<file path="src/rtl/booth_seq_multiplier_pkg.sv">
// Shared types and size helpers for the iterative Booth multiplier.
package booth_pkg;

    typedef enum logic [2:0] {
        BOOTH_NOP  = 3'b000,
        BOOTH_ADD1 = 3'b001,
        BOOTH_ADD2 = 3'b010,
        BOOTH_SUB1 = 3'b101,
        BOOTH_SUB2 = 3'b110
    } booth_op_t;

    typedef enum logic [1:0] {
        ST_IDLE = 2'b00,
        ST_RUN  = 2'b01,
        ST_DONE = 2'b10
    } booth_state_t;

    // Two guard bits make zero-extended unsigned operands exact signed values
    function automatic int ext_width(input int width);
        return width + 2;
    endfunction

    function automatic int iter_count(input int width, input int radix4);
        return (radix4 != 0) ? (width + 2) / 2 : width + 2;
    endfunction

endpackage

</file>
<file path="src/rtl/booth_seq_multiplier_if.sv">
// Start/busy/done handshake and operand/result bus of the Booth multiplier.
interface booth_seq_multiplier_if import booth_pkg::*; #(parameter int WIDTH = 32);
    logic               start;
    logic               op_signed;
    logic [WIDTH-1:0]   multiplicand;
    logic [WIDTH-1:0]   multiplier;
    logic               busy;
    logic               done;
    logic [2*WIDTH-1:0] product;
    booth_op_t          booth_op;

    modport master (
        output start, op_signed, multiplicand, multiplier,
        input  busy, done, product, booth_op
    );

    modport slave (
        input  start, op_signed, multiplicand, multiplier,
        output busy, done, product, booth_op
    );
endinterface

</file>
<file path="src/rtl/booth_seq_multiplier_recoder.sv">
// Booth digit recoder: maps the low multiplier bits {q1,q0,q-1} to an add/sub decision.
module booth_recoder import booth_pkg::*; #(
    parameter int RADIX4 = 0
) (
    input  logic [2:0] lsb_bits,
    output booth_op_t  op
);

    // Radix-4 looks at all three bits, radix-2 only at {q0,q-1}
    always_comb begin
        op = BOOTH_NOP;
        if (RADIX4 != 0) begin
            case (lsb_bits)
                3'b001, 3'b010: op = BOOTH_ADD1;
                3'b011:         op = BOOTH_ADD2;
                3'b100:         op = BOOTH_SUB2;
                3'b101, 3'b110: op = BOOTH_SUB1;
                default:        op = BOOTH_NOP;
            endcase
        end else begin
            case (lsb_bits[1:0])
                2'b01:   op = BOOTH_ADD1;
                2'b10:   op = BOOTH_SUB1;
                default: op = BOOTH_NOP;
            endcase
        end
    end

endmodule

</file>
<file path="src/rtl/booth_seq_multiplier.sv">
// Iterative radix-2/radix-4 Booth multiplier with start/busy/done handshake.
module booth_seq_multiplier import booth_pkg::*; #(
    parameter int WIDTH  = 32,
    parameter int RADIX4 = 0
) (
    input  logic                   clk,
    input  logic                   rst_n,
    booth_seq_multiplier_if.slave  bus
);

    localparam int EXT  = ext_width(WIDTH);
    localparam int AW   = EXT + 2;
    localparam int TW   = AW + EXT + 1;
    localparam int ITER = iter_count(WIDTH, RADIX4);
    localparam int CW   = $clog2(ITER) + 1;
    localparam int SH   = (RADIX4 != 0) ? 2 : 1;

    booth_state_t       state_r;
    logic [CW-1:0]      cnt_r;
    logic [EXT-1:0]     m_r;
    logic [EXT-1:0]     q_r;
    logic [AW-1:0]      a_r;
    logic               qm1_r;
    booth_op_t          op_r;
    logic               busy_r;
    logic               done_r;
    logic [2*WIDTH-1:0] product_r;

    logic [EXT-1:0]     m_ext_s;
    logic [EXT-1:0]     q_ext_s;
    logic [AW-1:0]      m_a_s;
    logic [AW-1:0]      m2_a_s;
    logic [AW-1:0]      sum_s;
    logic [TW-1:0]      full_s;
    logic [TW-1:0]      shifted_s;
    logic [2:0]         rec_in_s;
    booth_op_t          rec_op_s;
    logic               last_s;

    assign m_ext_s = bus.op_signed ? {{2{bus.multiplicand[WIDTH-1]}}, bus.multiplicand}
                                   : {2'b00, bus.multiplicand};
    assign q_ext_s = bus.op_signed ? {{2{bus.multiplier[WIDTH-1]}}, bus.multiplier}
                                   : {2'b00, bus.multiplier};
    assign m_a_s   = {{2{m_r[EXT-1]}}, m_r};
    assign m2_a_s  = {m_a_s[AW-2:0], 1'b0};
    assign last_s  = (cnt_r == {CW{1'b0}});

    // Accumulate the decision held in op_r, which always matches the current Q LSBs
    always_comb begin
        sum_s = a_r;
        case (op_r)
            BOOTH_ADD1: sum_s = a_r + m_a_s;
            BOOTH_ADD2: sum_s = a_r + m2_a_s;
            BOOTH_SUB1: sum_s = a_r - m_a_s;
            BOOTH_SUB2: sum_s = a_r - m2_a_s;
            default:    sum_s = a_r;
        endcase
    end

    assign full_s    = {sum_s, q_r, qm1_r};
    assign shifted_s = $signed(full_s) >>> SH;

    // Recode the bits that will sit at the bottom next cycle, so booth_op is registered
    assign rec_in_s = (state_r == ST_RUN) ? shifted_s[2:0] : {q_ext_s[1:0], 1'b0};

    booth_recoder #(.RADIX4(RADIX4)) u_recoder (
        .lsb_bits (rec_in_s),
        .op       (rec_op_s)
    );

    // Control FSM, operand/accumulator registers and product capture
    always_ff @(posedge clk or negedge rst_n) begin
        if (!rst_n) begin
            state_r   <= ST_IDLE;
            cnt_r     <= {CW{1'b0}};
            m_r       <= {EXT{1'b0}};
            q_r       <= {EXT{1'b0}};
            a_r       <= {AW{1'b0}};
            qm1_r     <= 1'b0;
            op_r      <= BOOTH_NOP;
            busy_r    <= 1'b0;
            done_r    <= 1'b0;
            product_r <= {(2*WIDTH){1'b0}};
        end else begin
            case (state_r)
                ST_IDLE, ST_DONE: begin
                    done_r <= 1'b0;
                    if (bus.start) begin
                        state_r <= ST_RUN;
                        busy_r  <= 1'b1;
                        m_r     <= m_ext_s;
                        q_r     <= q_ext_s;
                        a_r     <= {AW{1'b0}};
                        qm1_r   <= 1'b0;
                        cnt_r   <= CW'(ITER - 1);
                        op_r    <= rec_op_s;
                    end else begin
                        state_r <= ST_IDLE;
                        busy_r  <= 1'b0;
                        op_r    <= BOOTH_NOP;
                    end
                end
                ST_RUN: begin
                    a_r   <= shifted_s[TW-1 -: AW];
                    q_r   <= shifted_s[EXT:1];
                    qm1_r <= shifted_s[0];
                    cnt_r <= cnt_r - CW'(1);
                    if (last_s) begin
                        state_r   <= ST_DONE;
                        busy_r    <= 1'b0;
                        done_r    <= 1'b1;
                        product_r <= shifted_s[2*WIDTH:1];
                        op_r      <= BOOTH_NOP;
                    end else begin
                        op_r <= rec_op_s;
                    end
                end
                default: begin
                    state_r <= ST_IDLE;
                    busy_r  <= 1'b0;
                    done_r  <= 1'b0;
                    op_r    <= BOOTH_NOP;
                end
            endcase
        end
    end

    assign bus.busy     = busy_r;
    assign bus.done     = done_r;
    assign bus.product  = product_r;
    assign bus.booth_op = op_r;

endmodule

</file>
<file path="src/flat_wrapper.sv">
// flat-port wrapper written by rule: the top's interface ports become plain ports
module booth_seq_multiplier_flat import booth_pkg::*;
#(
    parameter int WIDTH  = 32,
    parameter int RADIX4 = 0
)
  (clk, rst_n, bus_start, bus_op_signed, bus_multiplicand, bus_multiplier, bus_busy, bus_done, bus_product, bus_booth_op);
  booth_seq_multiplier_if #(.WIDTH(WIDTH)) bus_i ();
  input  logic clk;
  input  logic rst_n;
  input wire logic [$bits(bus_i.start)-1:0] bus_start;
  input wire logic [$bits(bus_i.op_signed)-1:0] bus_op_signed;
  input wire logic [$bits(bus_i.multiplicand)-1:0] bus_multiplicand;
  input wire logic [$bits(bus_i.multiplier)-1:0] bus_multiplier;
  output wire logic [$bits(bus_i.busy)-1:0] bus_busy;
  output wire logic [$bits(bus_i.done)-1:0] bus_done;
  output wire logic [$bits(bus_i.product)-1:0] bus_product;
  output wire logic [$bits(bus_i.booth_op)-1:0] bus_booth_op;
  assign bus_i.start = bus_start;
  assign bus_i.op_signed = bus_op_signed;
  assign bus_i.multiplicand = bus_multiplicand;
  assign bus_i.multiplier = bus_multiplier;
  assign bus_busy = bus_i.busy;
  assign bus_done = bus_i.done;
  assign bus_product = bus_i.product;
  assign bus_booth_op = bus_i.booth_op;
  booth_seq_multiplier #(.WIDTH(WIDTH), .RADIX4(RADIX4)) u_core (.clk(clk), .rst_n(rst_n), .bus(bus_i));
endmodule
</file>
<file path="config.mk">
export PLATFORM = sky130hd
export DESIGN_NAME = booth_seq_multiplier_flat
export DESIGN_NICKNAME = d
export VERILOG_FILES = /design/src/rtl/booth_seq_multiplier_pkg.sv /design/src/rtl/booth_seq_multiplier_if.sv /design/src/rtl/booth_seq_multiplier_recoder.sv /design/src/rtl/booth_seq_multiplier.sv /design/src/flat_wrapper.sv
export SDC_FILE = /design/constraint.sdc
export NUM_CORES = 1
export LEC_CHECK = 0
export ABC_AREA = 1
export CORE_MARGIN = 2
export CORE_UTILIZATION = 28
export DETAILED_ROUTE_END_ITERATION = 6
export DONT_BUFFER_PORTS = 1
export PLACE_DENSITY = 0.39
export SYNTH_ARGS = -nofsm -noshare
export SYNTH_HDL_FRONTEND = slang
export SYNTH_HIERARCHICAL = 1
export SYNTH_SLANG_ARGS = --single-unit
</file>
<file path="constraint.sdc">
create_clock -name clk -period 9.05 [get_ports clk]
set_input_delay 1.81 -clock clk [delete_from_list [all_inputs] [get_ports clk]]
set_output_delay 1.81 -clock clk [all_outputs]
set_load 0.005 [all_outputs]
</file>
==> results of run 1 <==
## registers in the layout (all words and copies together), names as in the netlist
name / flops
u_core/cnt_r: 7
u_core/q_r: 34
u_core/bus.busy: 1
u_core/a_r: 35
u_core/bus.booth_op: 3
u_core/state_r: 1
u_core/m_r: 33
u_core/bus.product: 64
## placed cells by master (no fill, tap or decap), types with 15 or more instances in the layout
cell,n
sky130_fd_sc_hd__inv_1,241
sky130_fd_sc_hd__ha_1,76
sky130_fd_sc_hd__clkbuf_16,17
sky130_fd_sc_hd__o21ai_0,215
sky130_fd_sc_hd__a21oi_1,86
sky130_fd_sc_hd__nand2_1,731
sky130_fd_sc_hd__nand4_1,15
sky130_fd_sc_hd__dfrtp_1,178
sky130_fd_sc_hd__nand3_1,182
sky130_fd_sc_hd__nor2_1,154
sky130_fd_sc_hd__or2_2,18
sky130_fd_sc_hd__nor3_1,19
sky130_fd_sc_hd__xor2_1,21
sky130_fd_sc_hd__o221ai_1,30
## final cells by class
class	instances	area [um^2]
Clock inverter	14	160
Inverter	246	923
Multi-Input combinational cell	1636	8180
Timing Repair Buffer	11	82.6
Fill cell	5578	33800
Tap cell	664	831
Clock buffer	18	429
Sequential cell	178	4450
## Yosys cell counts (3+ instances only)
library cell and number:
sky130_fd_sc_hd__nand2_1 733, sky130_fd_sc_hd__inv_1 242, sky130_fd_sc_hd__o21ai_0 215, sky130_fd_sc_hd__nand3_1 182
sky130_fd_sc_hd__dfrtp_1 178, sky130_fd_sc_hd__nor2_1 155, sky130_fd_sc_hd__a21oi_1 86, sky130_fd_sc_hd__ha_1 76
sky130_fd_sc_hd__clkbuf_1 48, sky130_fd_sc_hd__o221ai_1 30, sky130_fd_sc_hd__xor2_1 21, sky130_fd_sc_hd__nor3_1 19
sky130_fd_sc_hd__or2_2 18, sky130_fd_sc_hd__nand4_1 15, sky130_fd_sc_hd__o21bai_1 12, sky130_fd_sc_hd__o211ai_1 9
sky130_fd_sc_hd__nand2_2 7, sky130_fd_sc_hd__nand3b_1 7, sky130_fd_sc_hd__buf_2 6, sky130_fd_sc_hd__buf_4 5
sky130_fd_sc_hd__nand3_2 5, sky130_fd_sc_hd__nor2_2 5, sky130_fd_sc_hd__nor2_4 5, sky130_fd_sc_hd__buf_1 4
sky130_fd_sc_hd__inv_2 4, sky130_fd_sc_hd__o22ai_1 4, sky130_fd_sc_hd__o31ai_1 4, sky130_fd_sc_hd__xnor2_1 4
sky130_fd_sc_hd__o21ai_1 3
## power breakdown
| part | switching, mW | total [mW] | internal, mW |
|---|---|---|---|
| logic | 1.58 | 2.30 | 0.728 |
| registers | 0.155 | 1.07 | 0.913 |
| clock network | 0.378 | 0.771 | 0.393 |
## worst max-delay path: stages, from the launching register on
cell	delay (ns)
sky130_fd_sc_hd__dfrtp_1	0.36
sky130_fd_sc_hd__inv_1	0.17
sky130_fd_sc_hd__ha_1	0.24
sky130_fd_sc_hd__nand3_2	0.16
sky130_fd_sc_hd__nor2_4	0.18
sky130_fd_sc_hd__nand2_4	0.09
sky130_fd_sc_hd__nor2_8	0.20
sky130_fd_sc_hd__nand2_1	0.15
sky130_fd_sc_hd__nor3_1	0.58
sky130_fd_sc_hd__a21boi_0	0.25
sky130_fd_sc_hd__ha_1	0.40
sky130_fd_sc_hd__nand2_1	0.10
sky130_fd_sc_hd__nor2_1	0.16
sky130_fd_sc_hd__nand2_1	0.12
sky130_fd_sc_hd__nor2_1	0.23
sky130_fd_sc_hd__nand3_1	0.24
sky130_fd_sc_hd__nand3_1	0.18
sky130_fd_sc_hd__nand3_1	0.09
sky130_fd_sc_hd__nand3_1	0.08
sky130_fd_sc_hd__nand2_1	0.05
sky130_fd_sc_hd__nand2_1	0.05
sky130_fd_sc_hd__nand2_1	0.06
## per-stage QoR
stage / utilization, % / cell area (um^2) / hold WS [ns] / std cells
finish: 30.8 / 15100 / 0.490 / 2767
global route: 30.8 / 15100 / 0.507 / 2767
CTS: 30.8 / 15100 / 0.494 / 2767
detailed placement: 29.6 / 14500 / 0.490 / 2735
global placement: 29.6 / 14500 / 0.478 / 2735
floorplan: - / 13800 / 0.453 / 2125
## path summary, 6_finish.rpt
| path | cells after the start | slack, ns | to |
|---|---|---|---|
| worst min register to register | 1 | 0.49 | u_core/cnt_r[6] |
| worst max register to register | 21 | 4.81 | u_core/a_r[34] |
| worst min-delay path | 1 | 0.49 | u_core/cnt_r[6] |
| min in group asynchronous | 0 | 1.04 | u_core/q_r[20] |
| max in group asynchronous | 0 | 7.67 | u_core/bus.product[61] |
| worst max-delay path | 21 | 4.81 | u_core/a_r[34] |
## cell families (layout without fill, tap and decap cells)
| group | Yosys count | in the layout | share of synthesized area, % |
|---|---|---|---|
| flip-flops | 178 | 178 | 32.2 |
| other | 1 | 1 | 0.0271 |
| XOR/XNOR | 25 | 25 | 1.58 |
| adder cells (fa/ha/maj) | 78 | 78 | 7.16 |
| AO/OA/AOI/OAI | 371 | 371 | 14.9 |
| AND/OR/NAND/NOR | 1161 | 1161 | 35.4 |
| buffers and inverters | 311 | 289 | 8.74 |
## metal layers
metal	routed length, um	up-vias	part of all wire, %
met5	0	-	0
li1	-	6845	-
met2	23800	320	44
met4	953	0	1.8
met1	25700	6573	48
met3	3070	40	5.7
==> flow_results.org, run 1 <==
** Run status
- The flow ran to the end, but the final reports show violations.
- Violations in the final reports :: design-rule violations

** Detailed routing
- Ratio of routed vias to standard cells :: 4.98
- After detailed routing, the average wire length per cell comes to 19.3 um.
- The detail route stage leaves a number of antenna-violating nets equal to 0.
- The first detailed-routing pass ran for 7 iterations.
- In the routed design, unresolved DRC markers number 2.
- Detailed routing inserted a total of 13800 vias.
- The first routing iteration left 970 violations.
- Routed Wire Length :: 53500 um

** Global routing
- The initial antenna violation count was 0.
- Pin count of the biggest net entering global routing :: 179
- The first global-routing pass estimated 81900 um of wire.
- GRT met3 Usage :: 4.65%
- Global-route total usage across every layer :: 21.3%
- Met2 routing resource usage after global routing :: 33.4%
- Routing usage on met1 :: 29.8%
- After global routing, the most crowded layer is met2.
- Grt total ovfl :: 0
- Number of global-route vias before repair :: 13500

** Logic synthesis
- After synthesis, the share of flip-flops with an asynchronous set or reset is 100%.
- After synthesis, the mean cell area works out to 6.51 um^2.
- Library cell with the largest summed area after synthesis :: sky130_fd_sc_hd__dfrtp_1
- Count of warnings emitted by yosys :: 6
- By area the synthesized netlist is led by sky130_fd_sc_hd__dfrtp_1 32%, sky130_fd_sc_hd__nand2_1 20%, sky130_fd_sc_hd__o21ai_0 7.8%.
- Share of the synthesized area in the top cell type :: 32.2%
- Counting flops with a built-in enable in the synthesized netlist gives 0.
- The synthesized netlist contains 44 unique library cells.
- Netlist Area Pre-Place :: 13800 um^2
- Post-synthesis cell count :: 2125
- Register bit total from synthesis :: 178
- The most used flip-flop cell after synthesis is sky130_fd_sc_hd__dfrtp_1.
- Share of synthesized area occupied by flip-flops and latches :: 32.2%
- The number of nets in the synthesized netlist is 2271.

** Floorplanning
- The floorplan step defined a die boundary enclosing 51200 um^2.
- In this run the horizontal extent of the chip is 226 um.
- In this run the core area contains 81 standard-cell rows.
- The initial utilization of the core area, before any placement, comes to 28.3%.
- Top-Level Pins :: 137
- Area of the placeable core :: 48800 um^2
- The die is 226 um tall.

** Clocking
- Clock latency on the worst-skew pair, taken at its later pin, is 0.47 ns.
- After clock tree synthesis, the clock-pin slew on the worst setup and hold paths is 0.08 ns.
- Depth of the CTS H-tree :: 4
- Post-CTS Hold Fix Bufs :: 0
- Counting every sink on the clock net gives 178.
- PostCTS Resize Cnt :: 0
- TritonCTS built the clock tree.
- Post-CTS timing repair inserted 0 buffers for setup.
- The tree is rooted in a sky130_fd_sc_hd__clkbuf_16.
- The longest clock path from root to sink contains 2 buffers.
- Number of CTS-inserted buffers :: 17

** Worst setup path
- Critical path origin :: u_core/m_r[1]
- In this run the worst path has a maximum fanout of 6.
- Type of element launching the critical path :: flop
- Critical Setup Path Class :: reg -> reg
- The worst register-to-register path begins at u_core/m_r[1].
- Arrival @ worst endpoint :: 4.60 ns
- Kind of end point of the critical path :: flop
- For the worst setup path, the data required time is 9.41 ns.

** STA
- For the final database, setup skew stands at 0.0166 ns.
- The final critical path takes up 46.8% of the cycle.
- The smallest clock period supported by the final layout is computed as 4.24 ns.
- Final hold violations :: 0
- Slew of the pin with the lowest slew margin :: 0.856 ns
- Max-slew violation count :: 0
- Number of setup violations in the final report :: 0
- Timing-limited maximum frequency :: 236 MHz
- Worst relative slew slack :: 42.8%
- The worst path meets setup with 4.81 ns of slack.
- Setup TNS Final :: 0 ns
- Setup repair after global routing left no endpoint under its margin.

** Power and ir drop
- For this design the static power due to leakage is 7.65 nW.
- Max IR drop VDD :: 153 uV
- For this design the ratio of total power to cell area is 275 nW/um^2.
- Overall power consumption :: 4.14 mW

** Worst hold path
- The tightest min-delay check is of the reg -> reg type.
- The startpoint identified for the worst hold timing path is u_core/cnt_r[6].

** Finish
- Number of antenna repair diodes :: 0
- In the final design database the tool counted 2236 nets.
- Proportion of layout cells with a drive suffix above 1 :: 4.61%
- Relative area change from synthesis to final layout :: 8.89%

** Flow run
- Max_cap viols :: 0

** Place
- I/O Buffers :: 0
- Half-perimeter wire length after detailed placement :: 41800 um
- Final weighted congestion in routability-driven placement :: 0.921
- OpenSTA, run right after detailed placement, puts the worst setup slack at 4.94 ns.
No activity file was read; power rests on OpenSTA's default activity.
==> run 2: changes to the inputs <==
==> constraint.sdc (replaced) <==
create_clock -name clk -period 4.37 [get_ports clk]
set_input_delay 0.874 -clock clk [delete_from_list [all_inputs] [get_ports clk]]
set_output_delay 0.874 -clock clk [all_outputs]
set_load 0.005 [all_outputs]
==> flow_results.org, run 2 (synthesized netlist as in run 1, its figures left out) <==
** Flow run
- Max_cap viols :: 0 (unchanged)

** Power and ir drop
- The power density normalized to cell area was 570 nW/um^2 (+110%).
- The peak ir drop on the vdd network came to 339 uV (+120%).
- The leakage power total is 7.70 nW (+0.68%).
- The post-route total power is 8.65 mW (+110%).

** STA
- Number of setup violations in the final report :: 0 (unchanged)
- Slew of the pin with the lowest slew margin :: 0.757 ns (-0.0991 ns)
- The minimum clock period came to 3.95 ns (-0.292 ns).
- Max-slew violation count :: 0 (unchanged)
- The worst slew slack as a fraction of its limit was 49.5% (+6.7 points).
- The achievable frequency was 253 MHz (+7.4%).
- Portion of the clock cycle consumed by the worst path in the final layout :: 90.3% (+43 points)
- Skew final :: 0.0176 ns (+0.00102 ns)
- The final hold violation count was 0 (unchanged).
- RSZ-0062 raised after global routing :: no
- The total negative setup slack was 0 ns (unchanged).

** Detailed routing
- Remaining routing DRC violations :: 0 (-2)
- The overall routed net length was 54500 um (+2.0%).
- The total via count after detailed routing is 13700 (-0.25%).
- The via-per-instance ratio was 4.95 (-0.54%).
- The detailed router's first-iteration violation count was 1035 (+6.7%).
- The number of nets with antenna violations after routing is 0 (unchanged).
- DRT Pass-1 Iters :: 5 (-2)
- Routed len/inst :: 19.7 um (+1.7%)

** Clocking
- The clock latency on the worst-skew pair was 0.49 ns (+0.02 ns).
- The total clock sinks was 178 (unchanged).
- Total setup buffers inserted after CTS :: 0 (unchanged)
- Clock tree from TritonCTS :: done
- The clock buffer count from CTS came to 17 (unchanged).
- The maximum level of the CTS H-tree is 4 (unchanged).
- Clock root buffer master :: sky130_fd_sc_hd__clkbuf_16
- The clock transition at the register clock pins on the worst setup and hold paths after CTS was 0.08 ns (about the same).
- Maximum root-to-sink buffer count :: 2 (unchanged)

** Place
- Half-perimeter wire length after detailed placement :: 42900 um (+2.7%)
- I/O Buffers :: 0 (unchanged)
- The weighted congestion reported at the end of routability-driven placement is 0.887 (-3.6%).
- Placed Cells :: 2743 (+0.29%)

** Floorplanning
- Initial Utilization :: 28.3% (unchanged)
- The number of core rows was 81 (unchanged).
- Area of the placeable core :: 48800 um^2 (unchanged)
- Area of the die :: 51200 um^2 (unchanged)
- Die H :: 226 um (unchanged)
- Top-Level Pins :: 137 (unchanged)
- The die width is 226 um (unchanged).

** Finish
- The diode insertion count for antenna repair is 0 (unchanged).
- The fraction of layout cells with a size suffix above 1 came to 5.21% (+0.60 points).
- Fin cells :: 2775 (+0.29%)
- The storage element area came to 4450 um^2 (unchanged).
- Top library cells by usage in the layout, fill and taps aside :: 731 x sky130_fd_sc_hd__nand2_1, 240 x sky130_fd_sc_hd__inv_1, 215 x sky130_fd_sc_hd__o21ai_0
- Relative area change from synthesis to final layout :: 9.57%
- The area of the multi-input gates was 8190 um^2 (+0.17%).
- Most common cell after layout, fill and taps aside :: sky130_fd_sc_hd__nand2_1
- The final-layout fill cell count came to 5531 (-0.84%).
- The flip-flop count of the largest register, all copies and words added came to 64 (unchanged).
- The net count of the finished layout came to 2244 (+0.36%).

** Worst setup path
- The data required time at the worst endpoint is 4.75 ns (-4.66 ns).
- The worst setup path is launched from a flop.
- Critical path origin :: u_core/m_r[0]
- The worst endpoint data arrival time was 4.32 ns (-0.28 ns).
- Kind of end point of the critical path :: flop
- In this run the critical register-to-register path is launched from u_core/m_r[0].
- The setup path with the least slack is of type reg -> reg.
- The largest driver fanout on the critical path is 5 (-1).

** Global routing
- Grt total ovfl :: 0 (unchanged)
- Number of global-route vias before repair :: 13600 (+0.54%)
- The aggregate global-route resource usage is 21.9% (+0.55 points).
- The pin count of the biggest net entering global routing was 179 (unchanged).
- The initial antenna violation count came to 1 (+1).
- First-pass GRT wire length :: 83000 um (+1.4%)

** Worst hold path
- Path type of the worst min-delay path :: in -> async

** Run status
- The run finished with clean final reports.
run 2: cell count changes in the layout (fill, tap and decap cells not counted), moves of 2 or more:
cell / before / now
sky130_fd_sc_hd__buf_12: 0 / 2
sky130_fd_sc_hd__buf_4: 11 / 17
sky130_fd_sc_hd__clkinv_2: 1 / 3
sky130_fd_sc_hd__clkinv_8: 2 / 4
run 2: stage by stage:
| step | cell area, um^2 | setup slack (ns) | hold slack (ns) | utilization (%) |
|---|---|---|---|---|
| floorplan | 13800 | 1.35 | 0.453 | - |
| global placement | 14600 | 0.436 | 0.479 | 29.8 |
| detailed placement | 14600 | 0.409 | 0.486 | 29.8 |
| CTS | 15100 | 0.391 | 0.0197 | 31.0 |
| global route | 15200 | 0.0397 | 0.0355 | 31.0 |
| finish | 15200 | 0.423 | 0.0725 | 31.0 |
run 2: layout make-up:
type,instances,area share [%]
multi-input cells,1636,54.1
flip-flops and latches,178,29.4
inverters,246,6.09
well taps,664,5.48
clock buffers,18,2.90
repair buffers,19,1.11
clock inverters,14,0.958
run 2: worst paths after layout:
check | cells past startpoint | end | slack [ns]
max | 18 | u_core/bus.product[51] | 0.42
min reg2reg | 1 | u_core/cnt_r[6] | 0.49
min | 0 | u_core/bus.product[19] | 0.07
max in group asynchronous | 0 | u_core/a_r[28] | 4.01
min in group clk | 2 | u_core/m_r[7] | 0.49
max reg2reg | 18 | u_core/bus.product[51] | 0.42
run 2: critical path: stages (launching register included):
cell	delay [ns]
sky130_fd_sc_hd__dfrtp_1	0.41
sky130_fd_sc_hd__inv_1	0.12
sky130_fd_sc_hd__ha_1	0.21
sky130_fd_sc_hd__nand3_2	0.16
sky130_fd_sc_hd__or3_1	0.39
sky130_fd_sc_hd__xnor2_1	0.19
sky130_fd_sc_hd__nand2_1	0.06
sky130_fd_sc_hd__o21ai_0	0.19
sky130_fd_sc_hd__ha_1	0.37
sky130_fd_sc_hd__nand2_1	0.15
sky130_fd_sc_hd__inv_1	0.06
sky130_fd_sc_hd__a21oi_1	0.20
sky130_fd_sc_hd__nand3_1	0.22
sky130_fd_sc_hd__nand2_1	0.11
sky130_fd_sc_hd__nand2_1	0.11
sky130_fd_sc_hd__o21ai_0	0.37
sky130_fd_sc_hd__nand3_1	0.28
sky130_fd_sc_hd__nand3_1	0.18
sky130_fd_sc_hd__nand2_1	0.07
run 2: where the power goes:
part	total [mW]	switching, mW	internal, mW	leakage [nW]
Sequential	2.21	0.315	1.89	2.24
Clock	1.59	0.815	0.772	0.286
Combinational	4.85	3.32	1.53	5.18
run 2: timing repair:
action	in CTS	in global routing
endpoints found under the setup margin	0	6
resized for setup	0	4
hold buffers	0	0
run 2: per-layer routing:
metal	wire length, um	track usage (%)	vias up
met5	0	0	-
met4	967	5.96	0
met3	2400	3.65	48
met2	24400	34.3	297
met1	26800	31.0	6534
li1	-	-	6864
==> run 3: changes to the inputs <==
--- a/config.mk
+++ b/config.mk
@@ -5,9 +5,9 @@
 export SDC_FILE = /design/constraint.sdc
 export NUM_CORES = 1
 export LEC_CHECK = 0
-export ABC_AREA = 1
 export CORE_MARGIN = 2
 export CORE_UTILIZATION = 28
+export CTS_CLUSTER_DIAMETER = 60
 export DETAILED_ROUTE_END_ITERATION = 6
 export DONT_BUFFER_PORTS = 1
 export PLACE_DENSITY = 0.39
==> flow_results.org, run 3 <==
** STA
- Skew final :: 0.0122 ns (-0.00537 ns)
- The total negative setup slack came to 0 ns (unchanged).
- The worst slew slack as a fraction of its limit is 42.3% (-7.2 points).
- Final hold violations :: 0 (unchanged)
- Setup repair after global routing could not meet its margin everywhere.
- The worst setup slack after layout is 0.113 ns (-0.310 ns).
- The max-slew violation count is 0 (unchanged).
- Number of setup violations in the final report :: 0 (unchanged)
- Time the worst path needs with I/O delays and setup :: 4.26 ns (+0.310 ns)
- Slew of the pin with the lowest slew margin :: 0.864 ns (+0.108 ns)
- The period utilization came to 97.4% (+7.1 points).
- The achievable frequency was 235 MHz (-7.3%).

** Logic synthesis
- Syn avg cell area :: 7.96 um^2 (+22%)
- Netlist Area Pre-Place :: 12900 um^2 (-7.1%)
- The cell count after synthesis came to 1615 (-24%).
- Number of nets in the synthesized netlist :: 1761 (-22%)
- The total number of yosys warnings is 6 (unchanged).

** Worst setup path
- The count of buffering cells on the critical path with inverters included is 4 (+2).
- Among cell families on the critical path, the largest total delay comes from compound AO/OA/AOI/OAI gates.
- The startpoint identified for the worst register-to-register timing path is u_core/m_r[9].
- List of cells traversed by the critical path :: nor4_4 > nand4_1 > buf_4 > or3_2 > o21ai_1 > xor2_1 > buf_4 > ha_1 > buf_4 > a21o_1 > a21o_1 > a21o_1 > nand3b_1 > a31oi_1 > xnor2_1 > a221oi_4 > buf_6 > o31ai_2
- Stages on the worst setup path :: 18 (unchanged)
- Critical path origin :: u_core/m_r[9]
- Destination of the critical timing path :: u_core/bus.product[60]
- Reg2Reg Capture Point :: u_core/bus.product[60]
- The worst setup path is captured at a flop.
- The critical path's largest stage delay is 0.55 ns (+0.14 ns).
- Arrival @ worst endpoint :: 4.61 ns (+0.29 ns)
- Critical Setup Path Class :: reg -> reg
- For this design, the slowest cell found on the critical path is sky130_fd_sc_hd__or3_2.
- Data required time at the worst endpoint :: 4.72 ns (-0.03 ns)
- The largest driver fanout on the critical path was 4 (-1).
- Worst R2R Path Depth :: 18 (unchanged)
- Type of element launching the critical path :: flop
- Internal reg-to-reg setup slack :: 0.11 ns (-0.31 ns)

** Floorplanning
- Die H :: 218 um (-3.5%)
- Top-Level Pins :: 137 (unchanged)
- The core area is 45400 um^2 (-7.1%).
- Number of placement rows :: 78 (-3.7%)
- Initial Utilization :: 28.3% (about the same)
- The overall die area was 47600 um^2 (-6.9%).
- Die outline width :: 218 um (-3.5%)

** Flow run
- Max_cap viols :: 0 (unchanged)

** Clocking
- The clock buffer count from CTS came to 17 (unchanged).
- The number of hold buffers added after cts was 0 (unchanged).
- The maximum buffer depth of the clock tree was 2 (unchanged).
- The clock transition at the register clock pins on the worst setup and hold paths after CTS came to 0.07 ns (about the same).
- Source-to-sink clock delay at the later pin of the worst-skew pair :: 0.49 ns (about the same)
- Depth of the CTS H-tree :: 4 (unchanged)
- TritonCTS built the clock tree.
- CTS placed an instance of sky130_fd_sc_hd__clkbuf_16 at the clock tree root.
- Number of sinks driven by the clock tree :: 178 (unchanged)

** Power and ir drop
- The leakage power total is 7.69 nW (-0.23%).
- The internal power component was 8.30 mW (+98%).
- The clock share of power is 9.6% (-8.8 points).
- Switching Share :: 49.5% (-2.0 points)
- The sequential group share of total power was 19.6% (-5.9 points).
- Overall power consumption :: 16.4 mW (+90%)
- Net switching component of the power :: 8.13 mW (+83%)
- Combinational cell fraction of total power :: 70.8% (+15 points)
- The peak ir drop on the vdd network is 348 uV (+2.4%).
- Pwr Density :: 1040 nW/um^2 (+82%)

** Detailed routing
- Routed Wire Length :: 48000 um (-12%)
- Routed len/inst :: 20.4 um (+3.6%)
- The total via count after detailed routing came to 12100 (-12%).
- Ratio of routed vias to standard cells :: 5.14 (+3.9%)
- Final antenna-violating net count :: 0 (unchanged)
- The number of search-and-repair iterations in the first detailed-routing pass came to 5 (unchanged).
- The detailed-route DRC error count came to 0 (unchanged).
- Iteration-0 DRC count of the detailed router :: 862 (-17%)

** Place
- Half-perimeter wire length after detailed placement :: 36600 um (-15%)
- Post-Place Worst Slack :: -0.116 ns (-0.525 ns)
- The number of buffer cells added on primary ports was 0 (unchanged).
- The total instance count after detailed placement is 2322 (-15%).
- The weighted congestion reported at the end of routability-driven placement came to 0.895 (+0.91%).
- The cell area after placement was 14800 um^2 (+1.5%).

** Global routing
- Global-route total usage across every layer :: 20.6% (-1.3 points)
- The pin count of the biggest net entering global routing came to 179 (unchanged).
- The leftover overflow at the end of global routing was 0 (unchanged).
- First-pass GRT wire length :: 73300 um (-12%)
- Number of global-route vias before repair :: 12000 (-12%)
- Antenna violations before repair :: 2 (+1)

** Finish
- The final-layout fill cell count was 4733 (-14%).
- The number of cells in the finished layout apart from fillers was 2358 (-15%).
- Max FFs per register :: 64 (unchanged)
- Number of antenna repair diodes :: 0 (unchanged)
- The net count of the finished layout was 1892 (-16%).
- Most common cell after layout, fill and taps aside :: sky130_fd_sc_hd__nand2_1
- Top library cells by usage in the layout, fill and taps aside :: 413 x sky130_fd_sc_hd__nand2_1, 206 x sky130_fd_sc_hd__buf_4, 178 x sky130_fd_sc_hd__dfrtp_1
- Relative area change from synthesis to final layout :: 23.1%
- Post-route cell area :: 15800 um^2 (+4.4%)
- The fraction of layout cells with a size suffix above 1 was 19.5% (+14 points).

** Worst hold path
- Path type of the worst min-delay path :: in -> async

** Run status
- Run status :: finished clean
run 3: cell count changes in the layout (fill, tap and decap cells not counted), sizes merged, moves of 65 or more:
cell	delta
nand2	-329
nor2	-65
nand3	-156
buf	+190
inv	-207
o21ai	-129
run 3: layout make-up:
cell class                 instances  area (um^2)  share of cell area [%]
sequential                       178         4450                    28.1
timing repair buffer             209         1590                    10.0
clock inverter                    12          121                   0.767
inverter                          38          143                   0.901
tap                              600          751                    4.74
multi-input combinational       1302         8310                    52.5
clock buffer                      19          453                    2.86
run 3: through the flow:
step	hold slack, ns	utilization (%)
floorplan	0.447	-
global placement	0.463	32.6
detailed placement	0.475	32.6
CTS	0.0387	34.0
global route	0.0396	34.9
finish	0.0753	34.9
run 3: worst min-delay path by stage:
stage,start,to,slack [ns],depth (start not counted)
CTS,rst_n,u_core/m_r[4],0.04,0
floorplan,u_core/cnt_r[6],u_core/cnt_r[6],0.45,1
detailed placement,u_core/q_r[15],u_core/bus.product[14],0.47,2
finish,rst_n,u_core/m_r[4],0.08,0
global placement,u_core/cnt_r[5],u_core/cnt_r[5],0.46,1
global route,rst_n,u_core/m_r[4],0.04,0
run 3: timing repair:
item                                    CTS  global route
endpoints found under the setup margin   18            29
endpoints found under the hold margin     0             0
pin swaps                                 1            36
setup buffers                             0             5
gates resized for setup                  13            78
run 3: worst register-to-register path: stages (launching register included):
cell                       delay (ns)
sky130_fd_sc_hd__dfrtp_1         0.41
sky130_fd_sc_hd__nor4_4          0.33
sky130_fd_sc_hd__nand4_1         0.16
sky130_fd_sc_hd__buf_4           0.18
sky130_fd_sc_hd__or3_2           0.55
sky130_fd_sc_hd__o21ai_1         0.18
sky130_fd_sc_hd__xor2_1          0.09
sky130_fd_sc_hd__buf_4           0.15
sky130_fd_sc_hd__ha_1            0.23
sky130_fd_sc_hd__buf_4           0.16
sky130_fd_sc_hd__a21o_1          0.22
sky130_fd_sc_hd__a21o_1          0.20
sky130_fd_sc_hd__a21o_1          0.19
sky130_fd_sc_hd__nand3b_1        0.20
sky130_fd_sc_hd__a31oi_1         0.23
sky130_fd_sc_hd__xnor2_1         0.13
sky130_fd_sc_hd__a221oi_4        0.31
sky130_fd_sc_hd__buf_6           0.15
sky130_fd_sc_hd__o31ai_2         0.05
run 3: power groups by stage:
stage                     sequential [mW]  combinational [mW]  clock, mW
after floorplan                      2.91                6.79          0
after global placement               3.23                11.0          0
after detailed placement             3.21                10.9          0
after CTS                            3.21                11.1       1.64
after global routing                 3.32                12.8       1.70
final                                3.22                11.6       1.58
run 3: layer usage:
metal	GRT usage (%)	share of wire, %
met5	0	0
met1	29.9	50
met4	5.99	1.8
met3	4.55	5.3
met2	30.3	43
